--- config.mk ---
export PLATFORM = sky130hd
export DESIGN_NAME = pattern_round_ctrl
export DESIGN_NICKNAME = d
export VERILOG_FILES = /design/src/rtl/game_pkg.sv /design/src/rtl/pattern_mem.sv /design/src/rtl/pattern_round_ctrl.sv
export SDC_FILE = /design/constraint.sdc
export NUM_CORES = 1
export LEC_CHECK = 0
export BUFFER_PORTS_ARGS = -buffer_cell sky130_fd_sc_hd__buf_2
export CAP_MARGIN = 5
export CORE_ASPECT_RATIO = 2
export CORE_UTILIZATION = 60
export DETAILED_ROUTE_END_ITERATION = 7
export PLACE_DENSITY_LB_ADDON = 0.1
export REMOVE_ABC_BUFFERS = 1
export SLEW_MARGIN = 20
export SYNTH_ARGS = -nofsm -noshare
export SYNTH_HDL_FRONTEND = slang
export SYNTH_SLANG_ARGS = --single-unit
--- constraint.sdc ---
create_clock -name clk -period 4.8 [get_ports clk]
set_clock_uncertainty 0.15 [all_clocks]
set_input_delay 0.96 -clock clk [delete_from_list [all_inputs] [get_ports clk]]
set_output_delay 0.96 -clock clk [all_outputs]
set_load 0.005 [all_outputs]
--- src/rtl/game_pkg.sv ---
// Shared state type and 50 MHz board defaults for the memory-pattern game.
package game_pkg;

   typedef enum logic [2:0] {
      IDLE,
      EXTEND,
      SHOW_ON,
      SHOW_GAP,
      WAIT_IN,
      WIN,
      LOSE
   } state_e;

   localparam int MAX_LEN_DEF        = 16;
   localparam int SYM_W_DEF          = 2;
   localparam int SHOW_CYCLES_DEF    = 25_000_000;
   localparam int GAP_CYCLES_DEF     = 12_500_000;
   localparam int TIMEOUT_CYCLES_DEF = 100_000_000;

   function automatic int max3(int a, int b, int c);
      int m;
      m = (a > b) ? a : b;
      return (m > c) ? m : c;
   endfunction

endpackage

--- src/rtl/pattern_mem.sv ---
// Pattern register file: one synchronous write port, one combinational read.
module pattern_mem
   import game_pkg::*;
#(
   parameter int MAX_LEN = MAX_LEN_DEF,
   parameter int SYM_W   = SYM_W_DEF,
   parameter int AW      = $clog2(MAX_LEN + 1)
) (
   input  logic             clk,
   input  logic             we,
   input  logic [AW-1:0]    waddr,
   input  logic [SYM_W-1:0] wdata,
   input  logic [AW-1:0]    raddr,
   output logic [SYM_W-1:0] rdata
);

   // Sized to the full address range so any index is in bounds.
   logic [SYM_W-1:0] mem [0:(1<<AW)-1];

   always_ff @(posedge clk) begin
      if (we) mem[waddr] <= wdata;
   end

   assign rdata = mem[raddr];

endmodule

--- src/rtl/pattern_round_ctrl.sv ---
// Round sequencer: grows the pattern, plays it back, then checks the player.
module pattern_round_ctrl
   import game_pkg::*;
#(
   parameter int MAX_LEN        = MAX_LEN_DEF,
   parameter int SYM_W          = SYM_W_DEF,
   parameter int SHOW_CYCLES    = SHOW_CYCLES_DEF,
   parameter int GAP_CYCLES     = GAP_CYCLES_DEF,
   parameter int TIMEOUT_CYCLES = TIMEOUT_CYCLES_DEF
) (
   input  logic                             clk,
   input  logic                             reset,
   input  logic                             start,
   input  logic [SYM_W-1:0]                 lfsr_val,
   output logic                             lfsr_en,
   input  logic                             btn_valid,
   input  logic [SYM_W-1:0]                 btn_sym,
   output logic                             show_valid,
   output logic [SYM_W-1:0]                 show_sym,
   output logic [$clog2(MAX_LEN+1)-1:0]     round_len,
   output logic                             busy,
   output logic                             win,
   output logic                             lose
);

   localparam int LW   = $clog2(MAX_LEN + 1);
   localparam int TMAX = max3(SHOW_CYCLES, GAP_CYCLES, TIMEOUT_CYCLES);
   localparam int TW   = $clog2(TMAX) + 1;

   localparam logic [TW-1:0] SHOW_END = TW'(SHOW_CYCLES - 1);
   localparam logic [TW-1:0] GAP_END  = TW'(GAP_CYCLES - 1);
   localparam logic [TW-1:0] TO_END   = TW'(TIMEOUT_CYCLES - 1);
   localparam logic [LW-1:0] LEN_MAX  = LW'(MAX_LEN);

   state_e           state, state_n;
   logic [LW-1:0]    len, len_n;
   logic [LW-1:0]    idx, idx_n;
   logic [TW-1:0]    timer, timer_n;
   logic             we;
   logic [SYM_W-1:0] rdata;
   logic             last;

   pattern_mem #(
      .MAX_LEN (MAX_LEN),
      .SYM_W   (SYM_W),
      .AW      (LW)
   ) u_mem (
      .clk   (clk),
      .we    (we),
      .waddr (len),
      .wdata (lfsr_val),
      .raddr (idx),
      .rdata (rdata)
   );

   assign last = (idx == len - LW'(1));

   always_comb begin
      state_n = state;
      len_n   = len;
      idx_n   = idx;
      timer_n = '0;
      we      = 1'b0;
      unique case (state)
         IDLE, WIN, LOSE: begin
            if (start) begin
               len_n   = '0;
               state_n = EXTEND;
            end
         end
         EXTEND: begin
            we      = 1'b1;
            len_n   = len + LW'(1);
            idx_n   = '0;
            state_n = SHOW_ON;
         end
         SHOW_ON: begin
            timer_n = timer + TW'(1);
            if (timer == SHOW_END) state_n = SHOW_GAP;
         end
         SHOW_GAP: begin
            timer_n = timer + TW'(1);
            if (timer == GAP_END) begin
               state_n = last ? WAIT_IN : SHOW_ON;
               idx_n   = last ? '0 : idx + LW'(1);
            end
         end
         WAIT_IN: begin
            timer_n = timer + TW'(1);
            // A press on the timeout cycle wins over the timeout.
            if (btn_valid) begin
               if (btn_sym != rdata) begin
                  state_n = LOSE;
               end else if (!last) begin
                  idx_n   = idx + LW'(1);
                  timer_n = '0;
               end else begin
                  state_n = (len == LEN_MAX) ? WIN : EXTEND;
               end
            end else if (timer == TO_END) begin
               state_n = LOSE;
            end
         end
         default: state_n = IDLE;
      endcase
      if (state_n != state) timer_n = '0;
   end

   always_ff @(posedge clk or negedge reset) begin
      if (!reset) begin
         state <= IDLE;
         len   <= '0;
         idx   <= '0;
         timer <= '0;
      end else begin
         state <= state_n;
         len   <= len_n;
         idx   <= idx_n;
         timer <= timer_n;
      end
   end

   assign lfsr_en    = (state == IDLE) || (state == WAIT_IN) ||
                       (state == WIN)  || (state == LOSE);
   assign show_valid = (state == SHOW_ON);
   assign show_sym   = show_valid ? rdata : '0;
   assign round_len  = len;
   assign busy       = (state == EXTEND)   || (state == SHOW_ON) ||
                       (state == SHOW_GAP) || (state == WAIT_IN);
   assign win        = (state == WIN);
   assign lose       = (state == LOSE);

endmodule

==> run_results.csv <==
group,metric,value,unit
synth,synth_edf_count,64,
final_layout,nNetsFinal,520,
critical_path,worstPathRequired,3.69,ns
floorplan,rows,48,
global_routing,grt_max_degree,42,
clock_network,clk-insertion-delay-late,0.35,ns
route,drc,0,
hold_path,hold_class,"flip-flop to flip-flop",
synth,syn_inst,501,
synth,yosys_warnings,0,
final_layout,register_area,2950,µm²
sta,max_freq,0.256,GHz
synth,synth_cell_type_count,65,
global_routing,antenna_found_initial,0,
floorplan,die_y,137,µm
final_layout,n_fill_cell,688,
route,drtIter0Drc,278,
final_layout,drive_above_1_share,10.8,%
synth,synthArstFlopShare,39.0,%
clock_network,cts_hold_buf,0,
floorplan,die-area,9510,µm²
critical_path,startpoint_type,"flip-flop",
clock_network,htreeDepth,3,
global_routing,grt_pass1_vias,3913,
power,leakage,2.17,nW
sta,rsz0062_at_grt,"false",
sta,report.final.slew_viol_count,0,
critical_path,crit_arrival,2.80,ns
sta,hold_viol,0,
final_layout,layout_commonest_cell,"nor2_1",
clock_network,path_clk_slew,0.07,ns
placed_design,gp_congestion,0.890,
route,vias,3887,
clock_network,root_buffer,"clkbuf_16",
job,cap_violations,0,
clock_network,cts_buffers,9,
floorplan,die-width,69.5,µm
critical_path,critPathKind,"flip-flop to output pin",
floorplan,coreArea,8710,µm²
sta,whs,0.364,ns
route,antenna_left,0,
route,wire_per_inst,19.9,µm
sta,fin_ws,0.895,ns
clock_network,cts_sinks,105,
clock_network,cts_tree,"yes",
placed_design,dpl_worst_slack,1.25,ns
sta,tns,0,ns
global_routing,grt.overflow.total,0,
route,first_pass_iters,4,
synth,ys_seq_elements,105,
power,peakVddDrop,0.000282,V
floorplan,io_pins,20,
sta,tightest_slew,1.04,ns
clock_network,cts_setup_buffers,0,
status,status,"finished clean",
route,drt-vias-per-instance,6.36,
power,p_per_area,368,nW/µm²
final_layout,area_growth,6.64,%
sta,relSlewSlack,29.8,%
clock_network,clockBufferDepth,2,
route,wirelength,12100,µm
synth,ys_seq_area_share,54.0,%
final_layout,multi_input_area,2330,µm²
synth,netlist_area,5460,µm²
sta,finalSetupViolCount,0,
floorplan,initial_core_util,62.7,%
critical_path,path_max_fanout,26,
clock_network,cts_resized,0,
final_layout,diodes,0,
sta,period_share,81.4,%
placed_design,place.port_buffers,19,
global_routing,grt_pass1_wl,19300,µm
critical_path,crit_path_end_kind,"output pin",
global_routing,grt.total_usage,27.2,%
sta,period_minus_slack,3.91,ns
synth,ys.flop_type,"edfxtp_1",
final_layout,most-common-layout-cells,"nor2_1 (81), edfxtp_1 (64), nand2_1 (57), dfrtp_1 (41), xnor2_1 (24)",
synth,syn_area_per_cell,10.9,µm²
placed_design,dp_hpwl,8640,µm
[worst max-delay path: stages (launching register included)]
cell	delay, ns
dfrtp_1	1.04
mux4_2	0.61
a2bb2oi_1	0.15
a211o_1	0.34
and3_1	0.18
buf_2	0.13
[layer usage]
| layer | global-route usage (%) | vias up | part of all wire (%) |
|---|---|---|---|
| li1 | - | 1840 | - |
| met1 | 26.9 | 1916 | 35 |
| met2 | 51.9 | 91 | 57 |
| met3 | 3.98 | 40 | 3.2 |
| met4 | 17.5 | 0 | 4.7 |
| met5 | 0 | - | 0 |
[power by group]
group | switching [mW] | internal (mW)
Combinational | 0.190 | 0.163
Clock | 0.318 | 0.353
Sequential | 0.104 | 1.01
Total | 0.612 | 1.53
[cell families (layout without fill, tap and decap cells)]
family,after synthesis,count (layout),share of synthesized area [%]
adders and majority gates,6,6,1.37
DFF,105,105,54.0
and+or+nand+nor,228,228,20.2
AOI/OAI and AO/OA,60,60,8.13
muxes,30,30,7.19
buffers and inverters,36,46,3.34
xor gates and xnor gates,36,36,5.77
[synthesized netlist by cell type, types with 5 or more instances]
cell,n,area [µm²]
nor2_1,81,304
edfxtp_1,64,1920
nand2_1,57,214
dfrtp_1,41,1030
xnor2_1,24,210
mux2i_1,19,190
nand3_1,17,85.1
clkbuf_1,15,56.3
xor2_1,12,105
and3_1,11,68.8
nand4_1,11,68.8
nor3_1,9,45.0
a21oi_1,8,40.0
inv_1,8,30.0
o21ai_0,8,40.0
ha_1,6,75.1
nand3b_1,6,45.0
a31oi_1,5,31.3
buf_2,5,25.0
buf_6,5,56.3
[through the flow]
step           cells  cell area [µm²]  util, %  total power, mW
2_1_floorplan    473             5310        -             1.36
3_3_place_gp     595             5550     63.7             1.47
3_5_place_dp     595             5550     63.7             1.48
4_1_cts          611             5820     66.9             2.15
5_1_grt          611             5820     66.9             2.23
6_report         611             5820     66.9             2.14
[registers in the layout, summed over array words and instances, names as in the netlist]
| register | count |
|---|---|
| timer | 28 |
| state | 3 |
| idx | 5 |
| round_len | 5 |
| u_mem.mem | 64 |
[worst paths after layout]
| check | slack [ns] | cells after the start | from | to |
|---|---|---|---|---|
| min in group asynchronous | 0.60 | 1 | reset | timer[20]$_DFF_PN0_ |
| min reg2reg | 0.36 | 1 | timer[0]$_DFF_PN0_ | timer[0]$_DFF_PN0_ |
| max in group asynchronous | 3.31 | 1 | reset | timer[14]$_DFF_PN0_ |
| max reg2reg | 1.27 | 7 | idx[1]$_DFFE_PN0P_ | idx[0]$_DFFE_PN0P_ |
| max | 0.89 | 5 | idx[1]$_DFFE_PN0P_ | show_sym[1] |
| min | 0.36 | 1 | timer[0]$_DFF_PN0_ | timer[0]$_DFF_PN0_ |
[layout make-up]
type | instances | area share [%]
clock buffer | 10 | 3.93
tap | 100 | 2.15
clock inverter | 6 | 0.752
inverter | 8 | 0.516
sequential | 105 | 50.6
multi-input combinational | 360 | 40.0
timing repair buffer | 22 | 2.02
No activity file was read; power rests on OpenSTA's default activity.
